<file path="src/rtl/vga_timing_gen_if.sv">
// Raster timing bus: the generator consumes CE/EN and drives sync, enable, counters and strobes.
// Slave is the generator side; master is the consumer that paces it and reads the timing.
interface vga_timing_gen_if #(
  parameter int CW = 12
);
  logic          CE;
  logic          EN;
  logic          HS;
  logic          VS;
  logic          DE;
  logic [CW-1:0] HCNT;
  logic [CW-1:0] VCNT;
  logic          LINE_START;
  logic          FRAME_START;

  modport master (
    output CE, EN,
    input  HS, VS, DE, HCNT, VCNT, LINE_START, FRAME_START
  );

  modport slave (
    input  CE, EN,
    output HS, VS, DE, HCNT, VCNT, LINE_START, FRAME_START
  );
endinterface

</file>
<file path="src/rtl/vga_timing_gen.sv">
// Raster timing generator: H/V counters, sync pulses, display enable and frame/line strobes.
// All outputs registered, one CLK after a CE edge; CE=0 freezes every output (no other backpressure).
module vga_timing_gen #(
  parameter int HACTIVE = 640,
  parameter int HFRONT  = 16,
  parameter int HWIDTH  = 96,
  parameter int HBACK   = 48,
  parameter int VACTIVE = 480,
  parameter int VFRONT  = 10,
  parameter int VWIDTH  = 2,
  parameter int VBACK   = 33,
  parameter int HS_POL  = 0,
  parameter int VS_POL  = 0,
  parameter int CW      = 12
) (
  input  logic               CLK,
  input  logic               RST,
  vga_timing_gen_if.slave    bus
);

  localparam int HTOTAL = HACTIVE + HFRONT + HWIDTH + HBACK;
  localparam int VTOTAL = VACTIVE + VFRONT + VWIDTH + VBACK;

  localparam logic [CW-1:0] H_LAST     = CW'(HTOTAL - 1);
  localparam logic [CW-1:0] V_LAST     = CW'(VTOTAL - 1);
  localparam logic [CW-1:0] H_ACT_LAST = CW'(HACTIVE - 1);
  localparam logic [CW-1:0] V_ACT_LAST = CW'(VACTIVE - 1);
  localparam logic [CW-1:0] HS_FIRST   = CW'(HACTIVE + HFRONT);
  localparam logic [CW-1:0] HS_LAST    = CW'(HACTIVE + HFRONT + HWIDTH - 1);
  localparam logic [CW-1:0] VS_FIRST   = CW'(VACTIVE + VFRONT);
  localparam logic [CW-1:0] VS_LAST    = CW'(VACTIVE + VFRONT + VWIDTH - 1);
  localparam logic          HS_ACT     = 1'(HS_POL);
  localparam logic          VS_ACT     = 1'(VS_POL);

  if ((HTOTAL > (1 << CW)) || (VTOTAL > (1 << CW))) begin : g_cw_check
    $error("vga_timing_gen: HTOTAL/VTOTAL do not fit in CW bits");
  end

  typedef enum logic {IDLE, RUN} state_t;

  state_t        state_q, state_d;
  logic [CW-1:0] hcnt_q, hcnt_d;
  logic [CW-1:0] vcnt_q, vcnt_d;
  logic          hs_q, hs_d;
  logic          vs_q, vs_d;
  logic          de_q, de_d;
  logic          ls_q, ls_d;
  logic          fs_q, fs_d;
  logic          run_d;

  always_comb begin
    state_d = state_q;
    hcnt_d  = hcnt_q;
    vcnt_d  = vcnt_q;
    if (bus.CE) begin
      unique case (state_q)
        IDLE: begin
          if (bus.EN) begin
            state_d = RUN;
            hcnt_d  = '0;
            vcnt_d  = '0;
          end
        end
        RUN: begin
          if (!bus.EN) begin
            state_d = IDLE;
            hcnt_d  = '0;
            vcnt_d  = '0;
          end else if (hcnt_q == H_LAST) begin
            hcnt_d = '0;
            vcnt_d = (vcnt_q == V_LAST) ? '0 : vcnt_q + CW'(1);
          end else begin
            hcnt_d = hcnt_q + CW'(1);
          end
        end
      endcase
    end

    // Decode from the next counts so every output registers in step with HCNT/VCNT.
    run_d = (state_d == RUN);
    hs_d  = (run_d && hcnt_d >= HS_FIRST && hcnt_d <= HS_LAST) ? HS_ACT : ~HS_ACT;
    vs_d  = (run_d && vcnt_d >= VS_FIRST && vcnt_d <= VS_LAST) ? VS_ACT : ~VS_ACT;
    de_d  = run_d && (hcnt_d <= H_ACT_LAST) && (vcnt_d <= V_ACT_LAST);
    ls_d  = run_d && (hcnt_d == '0);
    fs_d  = ls_d && (vcnt_d == '0);
  end

  always_ff @(posedge CLK or posedge RST) begin
    if (RST) begin
      state_q <= IDLE;
      hcnt_q  <= '0;
      vcnt_q  <= '0;
      hs_q    <= ~HS_ACT;
      vs_q    <= ~VS_ACT;
      de_q    <= 1'b0;
      ls_q    <= 1'b0;
      fs_q    <= 1'b0;
    end else begin
      state_q <= state_d;
      hcnt_q  <= hcnt_d;
      vcnt_q  <= vcnt_d;
      hs_q    <= hs_d;
      vs_q    <= vs_d;
      de_q    <= de_d;
      ls_q    <= ls_d;
      fs_q    <= fs_d;
    end
  end

  assign bus.HS          = hs_q;
  assign bus.VS          = vs_q;
  assign bus.DE          = de_q;
  assign bus.HCNT        = hcnt_q;
  assign bus.VCNT        = vcnt_q;
  assign bus.LINE_START  = ls_q;
  assign bus.FRAME_START = fs_q;

endmodule

</file>
<file path="src/flat_wrapper.sv">
// flat-port wrapper written by rule: the top's interface ports become plain ports
module vga_timing_gen_flat 
#(
  parameter int HACTIVE = 640,
  parameter int HFRONT  = 16,
  parameter int HWIDTH  = 96,
  parameter int HBACK   = 48,
  parameter int VACTIVE = 480,
  parameter int VFRONT  = 10,
  parameter int VWIDTH  = 2,
  parameter int VBACK   = 33,
  parameter int HS_POL  = 0,
  parameter int VS_POL  = 0,
  parameter int CW      = 12
)
  (CLK, RST, bus_CE, bus_EN, bus_HS, bus_VS, bus_DE, bus_HCNT, bus_VCNT, bus_LINE_START, bus_FRAME_START);
  vga_timing_gen_if #(.CW(CW)) bus_i ();
  input  logic CLK;
  input  logic RST;
  input wire logic [$bits(bus_i.CE)-1:0] bus_CE;
  input wire logic [$bits(bus_i.EN)-1:0] bus_EN;
  output wire logic [$bits(bus_i.HS)-1:0] bus_HS;
  output wire logic [$bits(bus_i.VS)-1:0] bus_VS;
  output wire logic [$bits(bus_i.DE)-1:0] bus_DE;
  output wire logic [$bits(bus_i.HCNT)-1:0] bus_HCNT;
  output wire logic [$bits(bus_i.VCNT)-1:0] bus_VCNT;
  output wire logic [$bits(bus_i.LINE_START)-1:0] bus_LINE_START;
  output wire logic [$bits(bus_i.FRAME_START)-1:0] bus_FRAME_START;
  assign bus_i.CE = bus_CE;
  assign bus_i.EN = bus_EN;
  assign bus_HS = bus_i.HS;
  assign bus_VS = bus_i.VS;
  assign bus_DE = bus_i.DE;
  assign bus_HCNT = bus_i.HCNT;
  assign bus_VCNT = bus_i.VCNT;
  assign bus_LINE_START = bus_i.LINE_START;
  assign bus_FRAME_START = bus_i.FRAME_START;
  vga_timing_gen #(.HACTIVE(HACTIVE), .HFRONT(HFRONT), .HWIDTH(HWIDTH), .HBACK(HBACK), .VACTIVE(VACTIVE), .VFRONT(VFRONT), .VWIDTH(VWIDTH), .VBACK(VBACK), .HS_POL(HS_POL), .VS_POL(VS_POL), .CW(CW)) u_core (.CLK(CLK), .RST(RST), .bus(bus_i));
endmodule
</file>
<file path="config.mk">
export PLATFORM = sky130hd
export DESIGN_NAME = vga_timing_gen_flat
export DESIGN_NICKNAME = d
export VERILOG_FILES = /design/src/rtl/vga_timing_gen_if.sv /design/src/rtl/vga_timing_gen.sv /design/src/flat_wrapper.sv
export SDC_FILE = /design/constraint.sdc
export NUM_CORES = 1
export LEC_CHECK = 0
export ABC_CLOCK_PERIOD_IN_PS = 3930
export CORE_ASPECT_RATIO = 0.75
export CORE_MARGIN = 1.5
export CORE_UTILIZATION = 25
export CTS_BUF_LIST = sky130_fd_sc_hd__clkbuf_4
export CTS_CLUSTER_DIAMETER = 50
export DETAILED_ROUTE_END_ITERATION = 12
export DONT_BUFFER_PORTS = 1
export PLACE_DENSITY = 0.37
export SETUP_SLACK_MARGIN = 0.2
export SYNTH_ARGS = -nofsm -noshare
export SYNTH_HDL_FRONTEND = slang
export SYNTH_SLANG_ARGS = --single-unit
</file>
<file path="constraint.sdc">
create_clock -name CLK -period 3.93 [get_ports CLK]
set_clock_uncertainty 0.15 [all_clocks]
set_input_delay 0.393 -clock CLK [delete_from_list [all_inputs] [get_ports CLK]]
set_output_delay 0.393 -clock CLK [all_outputs]
set_load 0.03 [all_outputs]
</file>
==> impl_metrics.env <==
export IMPL_outcome="finished clean"
export IMPL_finalNonFillerCells=324
export IMPL_rr_endpoint="u_core.bus.FRAME_START$_DFF_PP0_"
export IMPL_synth_distinct_cells=54
export IMPL_whs_path_depth=2
export IMPL_netlist_instances=219
export IMPL_routed_wirelength_um=6320
export IMPL_hold_path_class="in -> reg"
export IMPL_synth_fp_nets=226
export IMPL_synthToLayoutAreaGrowth_pct=11.4
export IMPL_syn_mean_instance_area_um2=8.91
export IMPL_synth_area_in_adders_pct=1.92
export IMPL_number_of_resized_instances_in_the_post_cts_repair_step=0
export IMPL_clk_transition_reported_paths_ns=0.10
export IMPL_launch_instance_of_the_worst_register_to_register_path="u_core.bus.HCNT[0]$_DFF_PP0_"
export IMPL_power_density_nw_per_um2=329
export IMPL_cts_setup_buffers=0
export IMPL_synth_simple_area_share_pct=31.9
export IMPL_syn_area_um2=1950
export IMPL_vdd_ir_drop_max_mv=0.112
export IMPL_start_kind="flop"
export IMPL_io_buffers=0
export IMPL_worst_slack_setup_final_ns=0.565
export IMPL_path_delay_family="simple AND/OR/NAND/NOR gates"
export IMPL_cts_htree_levels=2
export IMPL_max_freq_mhz=297
export IMPL_synth_mux_area_fraction_pct=1.54
export IMPL_yosysSeqAreaShare_pct=38.6
export IMPL_ys_flop_type="sky130_fd_sc_hd__dfrtp_1"
export IMPL_chipWidth_um=105
export IMPL_final_sum_of_negative_setup_slack_ns=0
export IMPL_worstSetupPathDepth=8
export IMPL_timing_critical_path_slowest_cell_delay_ns=0.66
export IMPL_critical_path_slowest_cell="sky130_fd_sc_hd__dfrtp_1"
export IMPL_synth_seq_cells=30
export IMPL_initial_utilization_pct=26.2
export IMPL_fraction_of_the_cycle_the_final_worst_path_needs_pct=85.6
export IMPL_layout_cells_most_common="sky130_fd_sc_hd__dfrtp_1"
export IMPL_routedWlPerCell_um=19.5
export IMPL_timing_hold_violations_final=0
export IMPL_finalMaxSlewViolations=0
export IMPL_layout_cells_most_common_list="sky130_fd_sc_hd__dfrtp_1, sky130_fd_sc_hd__nand2_1, sky130_fd_sc_hd__nand3_1, sky130_fd_sc_hd__nor2_1"
export IMPL_worst_pin_slew_ns=0.699
export IMPL_route_vias_total=1776
export IMPL_number_of_antenna_violations_at_the_first_check_in_global_routing=0
export IMPL_timing_critical_path_cells="ha_1, nand3_1, o31ai_4, nor3_1, a2111oi_2, nand2b_1, nor4_4, and4_1"
export IMPL_final_net_count=229
export IMPL_cp_buffers_inverters=0
export IMPL_antenna_violating_nets_post_route=0
export IMPL_grtUsageTotal_pct=16.0
export IMPL_rsz0062_at_grt="no"
export IMPL_grt_overflow=0
export IMPL_setup_violations_final=0
export IMPL_synth_warning_count=0
export IMPL_final_layout_size_suffix_gt1_share_pct=9.87
export IMPL_dieHeight_um=79.5
export IMPL_place_worst_setup_slack_ns=0.602
export IMPL_crit_fanout=11
export IMPL_finalPower_uw=715
export IMPL_synth_top_family_by_area="simple AND/OR/NAND/NOR gates"
export IMPL_std_cell_rows=27
export IMPL_detail_route_iter0_violations=68
export IMPL_tritoncts_num_buffers=5
export IMPL_crit_required_ns=4.05
export IMPL_viasPerCell=5.48
export IMPL_cts_tree="built"
export IMPL_max_cap_violations=0
export IMPL_io_pins=33
export IMPL_synth_enable_flop_cells=0
export IMPL_hold_path_endpoint="u_core.state_q$_DFF_PP0_"
export IMPL_n_antenna_cell=0
export IMPL_timing_setup_critical_path_class="reg -> reg"
export IMPL_regToRegSetupSlack_ns=0.57
export IMPL_fp_coreArea_um2=7430
export IMPL_worst_hold_startpoint="bus_EN"
export IMPL_drt_pass1_iter_count=4
export IMPL_p_leak_nw=0.866
export IMPL_clkLatencyLatePin_ns=0.34
export IMPL_number_of_sinks_driven_by_the_clock_tree=30
export IMPL_number_of_global_route_vias_before_repair=1706
export IMPL_numPlacedInstances=315
export IMPL_clk_root_buffer_cell="sky130_fd_sc_hd__clkbuf_4"
export IMPL_timing_reg2reg_worst_path_depth=8
export IMPL_ctsLongestPathBuffers=2
export IMPL_finish_utilization_pct=29.2
export IMPL_synth_compound_gate_area_share_pct=21.3
export IMPL_max_slew_margin_pct=53.0
export IMPL_tmin_final_ns=3.36
export IMPL_hpwlAfterDp_um=4600
export IMPL_grt_pass1_wl_um=10100
export IMPL_end_kind="flop"
export IMPL_cp_arrival_ns=3.49
export IMPL_post_route_drc_count=0
export IMPL_place_gp_congestion=0.779
export IMPL_fp_dieArea_um2=8350
export IMPL_grt_max_degree=31
export IMPL_async_reset_ff_share_pct=100
export IMPL_share_of_the_synthesized_netlist_area_taken_by_xor_and_xnor_gates_pct=0.898
## kinds of logic after synthesis
| kind of cell | Yosys count |
|---|---|
| xor+xnor | 2 |
| fa+ha+maj | 3 |
| mux | 3 |
| simple gates | 107 |
| buf+inv | 15 |
| compound gates | 59 |
| flops | 30 |
## power breakdown
group          switching [mW]  leakage, nW  internal, mW
sequential             0.0251        0.404         0.317
combinational          0.0377        0.409        0.0185
clock                   0.121       0.0528         0.196
total                   0.184        0.866         0.531
## state kept, by name, summed over array words and instances (netlist names)
signal / flops
u_core.bus.VCNT: 12
u_core.bus.LINE_START: 1
u_core.state_q: 1
u_core.bus.DE: 1
u_core.bus.HS: 1
u_core.bus.VS: 1
u_core.bus.HCNT: 12
u_core.bus.FRAME_START: 1
## cells in the mapped netlist (all sizes together) (5+ instances only)
library cell	n	area [um^2]
o21ai	15	75.1
nand4	7	43.8
nor2	11	41.3
nor3	6	41.3
and4	5	43.8
nor4	6	52.6
nand2	27	101
a21o	5	37.5
nand3	13	65.1
dfrtp	28	701
clkbuf	7	26.3
a21oi	9	48.8
and3	10	62.6
a31oi	6	37.5
## worst max path at each step
stage	end	from	slack, ns
floorplan	u_core.bus.FRAME_START$_DFF_PP0_	u_core.bus.HCNT[5]$_DFF_PP0_	1.23
global placement	u_core.bus.FRAME_START$_DFF_PP0_	u_core.bus.HCNT[0]$_DFF_PP0_	0.59
detailed placement	u_core.bus.FRAME_START$_DFF_PP0_	u_core.bus.HCNT[0]$_DFF_PP0_	0.60
CTS	u_core.bus.FRAME_START$_DFF_PP0_	u_core.bus.HCNT[0]$_DFF_PP0_	0.56
global route	u_core.bus.FRAME_START$_DFF_PP0_	u_core.bus.HCNT[0]$_DFF_PP0_	0.35
finish	u_core.bus.FRAME_START$_DFF_PP0_	u_core.bus.HCNT[0]$_DFF_PP0_	0.57
## area by class of cell
class	instances	area (um^2)
flip-flops and latches	30	753
inverters	4	15.0
well taps	101	126
repair buffers	7	55.1
multi-input cells	174	1120
clock buffers	5	37.5
clock inverters	3	63.8
fillers	810	5260
## what timing repair did
| item | CTS | global route |
|---|---|---|
| endpoints found under the hold margin | 28 | 0 |
| endpoints found under the setup margin | 0 | 0 |
| hold buffers | 1 | 0 |
## through the flow
stage	hold slack, ns	instance area [um^2]
after floorplan	0.332	1950
after CTS	0.0577	2170
after global placement	0.256	2060
final	0.0773	2170
after detailed placement	0.258	2060
after global routing	0.0535	2170
## per-layer routing
layer,part of all wire [%],up-vias,track usage (%)
met3,6.7,2,4.57
met2,41,43,20.9
met4,0.46,0,4.66
met5,0,-,0
met1,52,873,24.7
li1,-,858,-
(Power assumes the default switching activity.)
